`src/rtl/cpu_datapath.sv`:
```
// cpu_datapath: single-bus 32-bit CPU datapath with a priority bus mux, GPR file and Y/Z ALU.
// Define DATAPATH_MULDIV_EN to build the signed mul/div opcodes; otherwise they yield Z=0.
module cpu_datapath #(
  parameter int PC_INC = 1
) (
  input  logic        clk,
  input  logic        clr,
  input  logic        R0in, R1in, R2in, R3in, R4in, R5in, R6in, R7in,
  input  logic        R8in, R9in, R10in, R11in, R12in, R13in, R14in, R15in,
  input  logic        R0out, R1out, R2out, R3out, R4out, R5out, R6out, R7out,
  input  logic        R8out, R9out, R10out, R11out, R12out, R13out, R14out, R15out,
  input  logic        PCin, IRin, HIin, LOin, MARin, MDRin, Yin, Zin, Cin, InPortin,
  input  logic        PCout, HIout, LOout, ZHighOut, ZLowOut, MDRout, InPortOut, Cout,
  input  logic        Read,
  input  logic        incPC,
  input  logic [4:0]  opcode,
  input  logic [31:0] Mdatain,
  input  logic [31:0] InPort_data,
  output logic [31:0] BusMuxOut,
  output logic [31:0] MAR_q,
  output logic [31:0] IR_q
);
  logic [15:0] r_in, r_out;
  logic [31:0] r_q [16];
  logic [31:0] r_d [16];
  logic [31:0] pc_q, pc_d, hi_q, hi_d, lo_q, lo_d, y_q, y_d, mdr_q, mdr_d;
  logic [31:0] inport_q, inport_d, c_q, c_d, IR_d, MAR_d;
  logic [63:0] z_q, z_d;
  logic [31:0] bus, zl, zh, rot_r, rot_l;
  logic [4:0]  sh;
  assign r_in  = {R15in, R14in, R13in, R12in, R11in, R10in, R9in, R8in,
                  R7in, R6in, R5in, R4in, R3in, R2in, R1in, R0in};
  assign r_out = {R15out, R14out, R13out, R12out, R11out, R10out, R9out, R8out,
                  R7out, R6out, R5out, R4out, R3out, R2out, R1out, R0out};
  assign BusMuxOut = bus;
  assign sh = bus[4:0];
  assign rot_r = 32'({y_q, y_q} >> sh);
  assign rot_l = 32'(({y_q, y_q} << sh) >> 32);
`ifdef DATAPATH_MULDIV_EN
  logic [63:0] prod;
  logic [31:0] quo, rem;
  assign prod = $signed({{32{y_q[31]}}, y_q}) * $signed({{32{bus[31]}}, bus});
  assign quo  = (bus == '0) ? '1  : $signed(y_q) / $signed(bus);
  assign rem  = (bus == '0) ? y_q : $signed(y_q) % $signed(bus);
`endif
  // Later assignments win, so sources are listed from lowest to highest priority.
  always_comb begin
    bus = '0;
    if (Cout) bus = c_q;
    if (InPortOut) bus = inport_q;
    if (MDRout) bus = mdr_q;
    if (PCout) bus = pc_q;
    if (ZLowOut) bus = z_q[31:0];
    if (ZHighOut) bus = z_q[63:32];
    if (LOout) bus = lo_q;
    if (HIout) bus = hi_q;
    for (int i = 15; i >= 0; i--) if (r_out[i]) bus = r_q[i];
  end
  always_comb begin
    zh = '0;
    zl = '0;
    if (incPC) zl = bus + 32'(PC_INC);
    else
      case (opcode)
        5'b00011: zl = y_q + bus;
        5'b00100: zl = y_q - bus;
        5'b00101: zl = y_q >> sh;
        5'b00110: zl = $signed(y_q) >>> sh;
        5'b00111: zl = y_q << sh;
        5'b01000: zl = rot_r;
        5'b01001: zl = rot_l;
        5'b01010: zl = y_q & bus;
        5'b01011: zl = y_q | bus;
`ifdef DATAPATH_MULDIV_EN
        5'b01111: {zh, zl} = prod;
        5'b10000: {zh, zl} = {rem, quo};
`endif
        5'b10001: zl = -bus;
        5'b10010: zl = ~bus;
        default: ;
      endcase
  end
  always_comb begin
    for (int i = 0; i < 16; i++) r_d[i] = r_in[i] ? bus : r_q[i];
    pc_d     = PCin ? bus : pc_q;
    IR_d     = IRin ? bus : IR_q;
    hi_d     = HIin ? bus : hi_q;
    lo_d     = LOin ? bus : lo_q;
    MAR_d    = MARin ? bus : MAR_q;
    y_d      = Yin ? bus : y_q;
    mdr_d    = MDRin ? (Read ? Mdatain : bus) : mdr_q;
    inport_d = InPortin ? InPort_data : inport_q;
    c_d      = Cin ? {{13{IR_q[18]}}, IR_q[18:0]} : c_q;
    z_d      = Zin ? {zh, zl} : z_q;
  end
  always_ff @(posedge clk or negedge clr) begin
    if (!clr) begin
      for (int i = 0; i < 16; i++) r_q[i] <= '0;
      pc_q     <= '0;
      IR_q     <= '0;
      hi_q     <= '0;
      lo_q     <= '0;
      MAR_q    <= '0;
      y_q      <= '0;
      mdr_q    <= '0;
      inport_q <= '0;
      c_q      <= '0;
      z_q      <= '0;
    end else begin
      for (int i = 0; i < 16; i++) r_q[i] <= r_d[i];
      pc_q     <= pc_d;
      IR_q     <= IR_d;
      hi_q     <= hi_d;
      lo_q     <= lo_d;
      MAR_q    <= MAR_d;
      y_q      <= y_d;
      mdr_q    <= mdr_d;
      inport_q <= inport_d;
      c_q      <= c_d;
      z_q      <= z_d;
    end
  end
endmodule

```
`config.mk`:
```
export PLATFORM = sky130hd
export DESIGN_NAME = cpu_datapath
export DESIGN_NICKNAME = d
export VERILOG_FILES = /design/src/rtl/cpu_datapath.sv
export SDC_FILE = /design/constraint.sdc
export NUM_CORES = 2
export LEC_CHECK = 0
export CAP_MARGIN = 20
export CORE_MARGIN = 4
export CORE_UTILIZATION = 40
export CTS_BUF_LIST = sky130_fd_sc_hd__clkbuf_16
export DETAILED_ROUTE_END_ITERATION = 7
export PLACE_DENSITY = 0.53
export SETUP_SLACK_MARGIN = 0.4
export SLEW_MARGIN = 20
export SYNTH_ARGS = -nofsm -noshare
export SYNTH_HDL_FRONTEND = slang
export SYNTH_SLANG_ARGS = --single-unit
export TNS_END_PERCENT = 5
```
`constraint.sdc`:
```
create_clock -name clk -period 6.8 [get_ports clk]
set_clock_uncertainty 0.1 [all_clocks]
set_input_delay 1.7 -clock clk [delete_from_list [all_inputs] [get_ports clk]]
set_output_delay 1.7 -clock clk [all_outputs]
set_load 0.01 [all_outputs]
```
==> qor.tcl <==
set qor(num-nets-final) 6501
set qor(drt-initial-drc-count) 6925
set qor(reg2reg_depth) 21
set qor(worst_setup_path_startpoint) {R10out}
set qor(critPathMaxFanout) 17
set qor(cts-hold-fix-buffers) 0
set qor(post_dp_cell_area_um2) 59020
set qor(crit-reg2reg-launch) {c_q[0]}
set qor(placed_cells) 7699
set qor(post_drt_wl_per_cell_um) 31.73
set qor(post_synth_inst_count) 5268
set qor(htreeDepth) 3
set qor(first_global_vias) 47415
set qor(cp-end-kind) {output port}
set qor(final_layout_size_suffix_gt1_frac) 0.3097
set qor(largest_net_degree_at_the_start_of_global_routing) 145
set qor(stdcell_area_um2) 64190
set qor(layout.cells.most_common_list) {buf_4 (1085), dfrtp_1 (819), nor2_1 (652)}
set qor(cts_tree) {yes}
set qor(postRouteAntennaNets) 0
set qor(layout.cells.most_common) {buf_4}
set qor(detailroute.via_count) 49711
set qor(io_pins) 219
set qor(detailedRoute.firstPassIterationCount) 7
set qor(cp_data_required_time_ns) 5.00
set qor(crit_type) {input pin to output port}
set qor(worst_hold_path.endpoint) {lo_q[2]}
set qor(worst_setup_path_start_kind) {input pin}
set qor(grt_antenna_before_repair) 17
set qor(stdcell_count) 7960
set qor(finalMaxSlewViolations) 0
set qor(cellPowerDensity_nw_per_um2) 334.7
set qor(worstSkewPairLatency_ns) 0.72
set qor(multi_input_area_um2) 26370
set qor(coreArea_um2) 118400
set qor(postSynth.asyncResetShare) 1.000
set qor(vias_per_cell) 6.245
set qor(finish.utilization) 0.5422
set qor(dp_hpwl_um) 188500
set qor(finalSetupViolCount) 0
set qor(floorplan.initialDensity) 0.4042
set qor(hold_viol) 0
set qor(timing.hold.worst_path_depth) 1
set qor(clock_slew_seen_by_the_registers_of_the_worst_setup_and_hold_paths_ns) 0.06
set qor(floorplan.die_area_um2) 125200
set qor(clock_tree.buffer_depth) 3
set qor(yosys_warnings) 0
set qor(synth_seq_cells) 819
set qor(clock-sinks) 819
set qor(run_status) {finished, final reports clean}
set qor(register_area_um2) 20490
set qor(max_cap_violations) 0
set qor(cts_buffers) 93
set qor(yosys.cell_types.count) 106
set qor(reg2reg_setup_slack_ns) 1.50
set qor(grt_usage) 0.3909
set qor(postSynthNetCount) 5491
set qor(die_height_um) 353.9
set qor(critical_path.reg2reg.endpoint) {z_q[14]}
set qor(clk_root_buffer_cell) {clkbuf_16}
set qor(placement.io_buffers) 218
set qor(drc_errors) 0
set qor(grt_pass1_wl_um) 355700
set qor(tightestPinTransition_ns) 1.154
set qor(period_share) 0.9750
set qor(slew_headroom) 0.2305
set qor(worst_hold_path_type) {flop to flop}
set qor(finalWeightedCongestion) 1.067
set qor(power_leakage_nw) 27.54
set qor(ys.flop_type) {dfrtp_1}
set qor(hold_path_startpoint) {lo_q[2]}
set qor(routed_wl_um) 252600
set qor(post-layout-total-power_mw) 21.48
set qor(grt_setup_unrepaired) {yes}
set qor(rows) 126
set qor(achievable-frequency_mhz) 150.8
set qor(global_route.overflow_total) 0
set qor(data_arrival_time_of_the_critical_path_ns) 4.83
set qor(area.growth.synth_to_final_pct) 34.13
set qor(num-fill-cells) 10920
set qor(syn_area_um2) 47860
set qor(synth-seq-area-share) 0.4283
set qor(timing.final.crit_period_ns) 6.630
set qor(die_w_um) 353.9
set qor(final.hold.worst_slack_ns) 0.4015
set qor(ir_drop_mv) 0.2350
set qor(avgSynthCellArea_um2) 9.084
set qor(synth_edf_count) 0
==> registers in the layout, summed over array words and instances (netlist names), 32 cells and up <==
name and count:
r_q 512, IR_q 32, MAR_q 32, hi_q 32
inport_q 32, lo_q 32, mdr_q 32, pc_q 32
y_q 32, z_q 32
==> critical path: stages <==
cell	delay [ns]
clkdlybuf4s50_1	0.45
buf_4	0.18
buf_4	0.14
nor2_2	0.06
buf_4	0.14
o221a_1	0.18
o31ai_4	0.40
a311oi_2	0.11
o31ai_4	0.49
buf_12	0.24
clkinv_4	0.18
clkdlybuf4s50_1	0.53
==> area by class of cell <==
class                           instances  share of cell area
Clock inverter                         77            0.009025
Clock buffer                           95             0.03704
Sequential cell                       819              0.3193
Timing Repair Buffer                 1395              0.1829
Inverter                              154            0.009629
Multi-Input combinational cell       3815              0.4108
Antenna cell                            5           0.0001949
Tap cell                             1600             0.03119
==> per-layer routing <==
layer	vias to the layer above	part of all wire	global-route usage
met3	618	0.097	0.08680
met2	2792	0.43	0.5786
li1	21366	-	-
met5	-	0.00031	0
met4	12	0.061	0.1923
met1	24923	0.42	0.5407
==> worst max-delay path by stage <==
stage	to	slack, ns	cells after the start
floorplan	z_q[14]	0.35	25
detailed placement	z_q[9]	-1.34	28
global route	BusMuxOut[23]	0.09	13
CTS	BusMuxOut[22]	0.20	15
global placement	z_q[19]	-1.63	24
finish	BusMuxOut[2]	0.17	12
==> what timing repair did <==
item | in CTS | in global routing
setup buffers | 45 | 35
gates resized for setup | 200 | 161
endpoints found under the hold margin | 0 | 0
setup endpoints to repair | 61 | 58
cloned | 2 | 2
pin swaps | 48 | 85
==> synthesized netlist by cell type (all sizes together) (36+ instances only) <==
cell type	count	share of area
xnor2	56	0.010
nand3	62	0.0066
mux2i	82	0.017
clkbuf	337	0.026
a22oi	86	0.013
o21ai	278	0.029
dfrtp	819	0.43
ha	98	0.026
a21oi	639	0.067
a21o	36	0.0056
a211oi	43	0.0068
o221ai	65	0.012
o211ai	63	0.0099
nor2b	38	0.0051
buf	143	0.014
a221oi	104	0.019
a31oi	65	0.0085
nand2	361	0.028
nor2	662	0.052
inv	149	0.012
o22ai	148	0.019
mux2	341	0.080
nor3	67	0.0077
==> through the flow <==
step / setup TNS (ns) / setup WS, ns
after floorplan: 0 / 0.3478
after global placement: -39.54 / -1.630
after detailed placement: -34.74 / -1.345
after CTS: 0 / 0.1997
after global routing: 0 / 0.09460
final: 0 / 0.1703
==> cell families (layout without fill, tap and decap cells) <==
group | Yosys count | in the layout | synth area share
other | 0 | 5 | 0
AND/OR/NAND/NOR | 1371 | 1371 | 0.1265
adder cells (fa/ha/maj) | 100 | 100 | 0.02646
buffers and inverters | 634 | 1721 | 0.05294
flip-flops | 819 | 819 | 0.4283
multiplexers | 436 | 436 | 0.1035
AO/OA/AOI/OAI | 1838 | 1838 | 0.2495
XOR/XNOR | 70 | 70 | 0.01281
==> power by group <==
part           switching (mW)  internal, mW
registers               0.783          5.94
logic                    5.68          4.11
clock network            2.21          2.77
total                    8.67          12.8
Note: power is estimated with default switching activity, not from simulation.
